### config.mk
export PLATFORM = sky130hd
export DESIGN_NAME = onfi_edge_detect
export DESIGN_NICKNAME = d
export VERILOG_FILES = /design/src/rtl/onfi_edge_detect.sv
export SDC_FILE = /design/constraint.sdc
export NUM_CORES = 1
export LEC_CHECK = 0
export BUFFER_PORTS_ARGS = -buffer_cell sky130_fd_sc_hd__buf_2
export CAP_MARGIN = 40
export CORE_ASPECT_RATIO = 0.8
export CORE_MARGIN = 4
export CORE_UTILIZATION = 45
export CTS_CLUSTER_SIZE = 16
export DETAILED_ROUTE_END_ITERATION = 12
export PLACE_DENSITY_LB_ADDON = 0.08
export SYNTH_ARGS = -nofsm -noshare
export SYNTH_HDL_FRONTEND = slang
export SYNTH_SLANG_ARGS = --single-unit
### constraint.sdc
create_clock -name mm_clk_i -period 4.98 [get_ports mm_clk_i]
set_input_delay 0.498 -clock mm_clk_i [delete_from_list [all_inputs] [get_ports mm_clk_i]]
set_output_delay 0.498 -clock mm_clk_i [all_outputs]
set_load 0.03 [all_outputs]
### src/rtl/onfi_edge_detect.sv
// onfi_edge_detect: N-channel synchronise / debounce / edge-detect block with sticky
// interrupt flags, exposed as a wishbone slave on the onfi register bus.
module onfi_edge_detect #(
   parameter int CH_N      = 4,
   parameter int DB_CNT_W  = 16,
   parameter int MM_DATA_W = 32,
   parameter int MM_ADDR_W = 8
) (
   input  logic                 mm_clk_i,
   input  logic                 mm_rst_i,
   input  logic [CH_N-1:0]      sw_i,
   output logic [CH_N-1:0]      pulse_o,
   output logic                 irq_o,
   input  logic                 mm_cyc_i,
   input  logic                 mm_stb_i,
   input  logic [MM_ADDR_W-1:0] mm_addr_i,
   input  logic [MM_DATA_W-1:0] mm_dat_i,
   output logic [MM_DATA_W-1:0] mm_dat_o,
   input  logic                 mm_we_i,
   output logic                 mm_ack_o,
   output logic                 mm_err_o
);
   localparam int                WORD_W   = MM_ADDR_W - 2;
   localparam logic [2*CH_N-1:0] MODE_RST = {CH_N{2'b10}};

   logic [CH_N-1:0]      r_s1, r_sync, r_level, r_pulse, r_event, r_irq_en;
   logic [2*CH_N-1:0]    r_mode;
   logic [DB_CNT_W-1:0]  r_dbnc;
   logic [DB_CNT_W-1:0]  r_cnt [CH_N];
   logic                 r_ack, r_err;
   logic [MM_DATA_W-1:0] r_dat;

   logic [CH_N-1:0]      w_accept, w_hit, w_clr;
   logic [WORD_W-1:0]    w_word;
   logic                 w_acc, w_valid, w_wr;
   logic [MM_DATA_W-1:0] w_rdata;
   logic                 w_unused_ok;

   assign w_word  = mm_addr_i[MM_ADDR_W-1:2];
   assign w_acc   = mm_cyc_i & mm_stb_i & ~r_ack & ~r_err;
   assign w_valid = (w_word <= WORD_W'(4));
   assign w_wr    = w_acc & w_valid & mm_we_i;
   assign w_clr   = (w_wr && (w_word == WORD_W'(3))) ? mm_dat_i[CH_N-1:0] : '0;

   assign pulse_o     = r_pulse;
   assign irq_o       = |(r_event & r_irq_en);
   assign mm_ack_o    = r_ack;
   assign mm_err_o    = r_err;
   assign mm_dat_o    = r_dat;
   assign w_unused_ok = ^{mm_addr_i[1:0], mm_dat_i};

   // An edge is accepted once the synchronised input has disagreed with the
   // debounced level for more than D cycles; MODE picks which directions pulse.
   always_comb begin
      // NOTE: defaults first so no path through the block leaves a bit unassigned (no latch).
      w_accept = '0;
      w_hit    = '0;
      for (int i = 0; i < CH_N; i++) begin
         w_accept[i] = (r_sync[i] != r_level[i]) && (r_cnt[i] >= r_dbnc);
         w_hit[i]    = w_accept[i] && (r_sync[i] ? r_mode[2*i] : r_mode[2*i+1]);
      end
   end

   always_comb begin
      w_rdata = '0;
      case (w_word)
         WORD_W'(0): w_rdata[CH_N-1:0]     = r_level;
         WORD_W'(1): w_rdata[2*CH_N-1:0]   = r_mode;
         WORD_W'(2): w_rdata[DB_CNT_W-1:0] = r_dbnc;
         WORD_W'(3): w_rdata[CH_N-1:0]     = r_event;
         WORD_W'(4): w_rdata[CH_N-1:0]     = r_irq_en;
         default:    w_rdata = '0;
      endcase
   end

   always_ff @(posedge mm_clk_i or negedge mm_rst_i) begin
      if (!mm_rst_i) begin
         r_s1    <= '0;
         r_sync  <= '0;
         r_level <= '0;
         r_pulse <= '0;
         r_event <= '0;
         // NOTE: the counter array is small and must restart cleanly, so it is reset explicitly.
         for (int i = 0; i < CH_N; i++) r_cnt[i] <= '0;
      end else begin
         // NOTE: non-blocking so every flop samples pre-edge values (s1 -> sync is a true 2-stage chain).
         r_s1    <= sw_i;
         r_sync  <= r_s1;
         r_pulse <= w_hit;
         r_event <= (r_event & ~w_clr) | w_hit;
         for (int i = 0; i < CH_N; i++) begin
            if (r_sync[i] == r_level[i]) begin
               r_cnt[i] <= '0;
            end else if (w_accept[i]) begin
               r_level[i] <= r_sync[i];
               r_cnt[i]   <= '0;
            end else begin
               r_cnt[i] <= r_cnt[i] + DB_CNT_W'(1);
            end
         end
      end
   end

   always_ff @(posedge mm_clk_i or negedge mm_rst_i) begin
      if (!mm_rst_i) begin
         r_ack    <= 1'b0;
         r_err    <= 1'b0;
         r_dat    <= '0;
         r_mode   <= MODE_RST;
         r_dbnc   <= '0;
         r_irq_en <= '0;
      end else begin
         r_ack <= w_acc & w_valid;
         r_err <= w_acc & ~w_valid;
         if (w_acc) r_dat <= w_rdata;
         if (w_wr) begin
            case (w_word)
               WORD_W'(1): r_mode   <= mm_dat_i[2*CH_N-1:0];
               WORD_W'(2): r_dbnc   <= mm_dat_i[DB_CNT_W-1:0];
               WORD_W'(4): r_irq_en <= mm_dat_i[CH_N-1:0];
               default:    ;
            endcase
         end
      end
   end
endmodule

==> metrics.csv <==
stage;metric;value;unit
clocking;insertion_delay;0.43;ns
clocking;cts.htree.levels;4;
synth;syn_area;7220;um2
critical_path;crit_buf_inv;1;
sta;period_share;0.530;
synth;synthFlopType;dfrtp_1;
global_route;top_usage_layer;met2;
power;leakage;3.77;nW
critical_path;cp-start-kind;register;
critical_path;path_cells;inv_1 > ha_1 > and3_1 > o211ai_1 > a31oi_1 > or4_1 > nor2_1;
global_route;overflow;0;
cells_and_area;multiInputGateArea;3700;um2
cells_and_area;num_antenna_cells;0;
sta;fin_crit;2.64;ns
critical_path;crit_family;simple AND/OR/NAND/NOR gates;
global_route;use_met3;0.0437;
critical_path;criticalPathCategory;reg -> reg;
sta;tightest_slew;0.868;ns
floorplanning;rows;41;
sta;finalHoldViolations;0;
clocking;cts_buffers;17;
floorplanning;coreArea;15700;um2
power;p_total;2.47;mW
clocking;tritoncts;yes;
place;io_buffers;53;
detailed_routing;drt_iter0_markers;300;
synth;synth-edff-count;0;
clocking;post-cts-setup-buffers;0;
detailed_routing;drc;0;
sta;rsz0062_at_grt;no;
place;dp.final_hpwl;12.6;mm
cells_and_area;drive_gt1_frac;0.174;
sta;fmax;0.379;GHz
place;gp_congestion;0.847;
clocking;ctsHoldBuffers;0;
global_route;grt_antenna_before_repair;0;
cells_and_area;design.final.nets;874;
cells_and_area;area_delta_synth_final;14.0;%
cells_and_area;final_common_cell;dfrtp_1;
sta;fin_skew;0.0118;ns
global_route;grt_max_degree;62;
global_route;use_met2;0.314;
cells_and_area;register_area;3260;um2
sta;slew_violations;0;
clocking;cts.path.max_buffers;2;
clocking;cts_resized;0;
floorplanning;die_x;150;um
clocking;clock_sinks;130;
sta;setup_tns;0;ns
synth;ys_seq_area_frac;0.451;
detailed_routing;vias;5300;
critical_path;crit_fanout;16;
floorplanning;num_io_pins;88;
detailed_routing;routed_wl;17.3;mm
cells_and_area;fillCellCount;1431;
power;power_density;301;nW/um2
synth;ys_warn_count;0;
cells_and_area;final_cells;985;
critical_path;slowest_delay;0.85;ns
synth;ys_seq_elements;130;
sta;setup_violations;0;
clocking;cts_root_buffer;clkbuf_16;
floorplanning;die_y;121;um
sta;slew_headroom;0.413;
clocking;clkTransAtPathRegs;0.06;ns
critical_path;critPathCaptureType;register;
synth;avgSynthCellArea;10.4;um2
flow_run;cap_violations;0;
detailed_routing;vias_per_cell;5.38;
global_route;grt_usage;0.202;
global_route;grt_use_met1;0.279;
detailed_routing;wl_per_cell;17.6;um
detailed_routing;first_pass_iters;4;
worst_hold_path;hold_class;in -> async;
critical_path;required;5.32;ns
synth;async_flop_share;1.00;
synth;syn_inst;695;
status;status;finished, final reports clean;
global_route;grt_pass1_wl;28.2;mm
critical_path;cp.arrival;2.98;ns
cells_and_area;final_cell_mix;dfrtp_1 (126), nor2_1 (97), ha_1 (68), buf_2 (52), nand2_1 (50);
sta;hold_slack;0.0353;ns
place;place_inst;953;
floorplanning;dieArea;18100;um2
floorplanning;start_util;0.458;
global_route;grt_pass1_vias;5330;
synth;synth_cell_types;53;
place;pre_cts_slack;2.30;ns
critical_path;cpMaxStageDelayCell;or4_1;
power;peakVddDrop;0.000214;V
sta;setup_ws;2.34;ns
detailed_routing;ant_nets;0;
==> through the flow <==
| stage | instance area [um2] | util |
|---|---|---|
| floorplan | 7270 | - |
| global placement | 7630 | 0.485 |
| detailed placement | 7650 | 0.486 |
| CTS | 8230 | 0.523 |
| global route | 8230 | 0.523 |
| finish | 8230 | 0.523 |
==> kinds of logic (layout without fill, tap and decap cells) <==
family	count (synthesis)	count (layout)	synth area share
xor+xnor	60	60	0.0728
simple gates	255	255	0.174
flops	130	130	0.451
buf+inv	61	121	0.0442
mux	32	32	0.0499
other cells	1	16	0.000520
compound gates	88	88	0.0893
fa+ha+maj	68	68	0.118
==> synth_stat cells, types with 4 or more instances <==
library cell	instances	area, um2
inv_1	33	124
a31oi_1	13	81.3
nand2_1	50	188
dfrtp_1	126	3150
o31ai_1	8	60.1
a21oi_1	16	80.1
nor2_1	97	364
clkbuf_1	5	18.8
o21a_1	4	30.0
and4_1	9	78.8
xnor2_1	24	210
ha_1	68	851
mux2_2	32	360
a21o_1	6	45.0
nor3_1	10	50.1
nand3_1	33	165
buf_4	17	128
and3_1	21	131
o21ai_0	11	55.1
xor2_1	36	315
a22oi_1	6	45.0
nand4_1	12	75.1
dfstp_2	4	105
a221oi_1	4	35.0
o211ai_1	5	37.5
==> power breakdown <==
group	leakage, nW	internal, mW	switching, mW
Sequential	1.74	1.08	0.0165
Clock	0.278	0.742	0.492
Combinational	1.75	0.0403	0.106
==> per-layer routing <==
layer  routed length [um]  share of wire  vias up
met5                    0              0        -
met4                  346          0.020        0
met3                  582          0.034       24
met2                 8010           0.46      106
met1                 8360           0.48     2615
li1                     -              -     2555
==> final cells by class <==
cell class | count | area share
tap | 215 | 0.0327
timing repair buffer | 56 | 0.0362
inverter | 33 | 0.0151
clock inverter | 14 | 0.0187
clock buffer | 18 | 0.0522
sequential | 130 | 0.396
multi-input combinational | 519 | 0.449
==> final timing paths <==
check / startpoint / endpoint / slack [ns] / depth (start not counted)
max in group asynchronous: mm_rst_i / r_cnt[0]$_DFF_PN0_ / 3.76 / 2
worst max-delay path: r_dbnc[5]$_DFFE_PN0P_ / r_cnt[16]$_DFF_PN0_ / 2.34 / 7
worst min register to register: r_s1[0]$_DFF_PN0_ / r_sync[0]$_DFF_PN0_ / 0.35 / 0
worst min-delay path: mm_rst_i / mm_dat_o[4]$_DFFE_PN0P_ / 0.04 / 1
worst max register to register: r_dbnc[5]$_DFFE_PN0P_ / r_cnt[16]$_DFF_PN0_ / 2.34 / 7
min in group mm_clk_i: sw_i[0] / r_s1[0]$_DFF_PN0_ / 0.17 / 1
==> state kept, by name, indices dropped and copies added, names as in the netlist, 8 cells and up <==
| name | count |
|---|---|
| r_cnt | 64 |
| mm_dat_o | 16 |
| r_dbnc | 16 |
| r_mode | 8 |
Power figures use the tool's default switching activity.
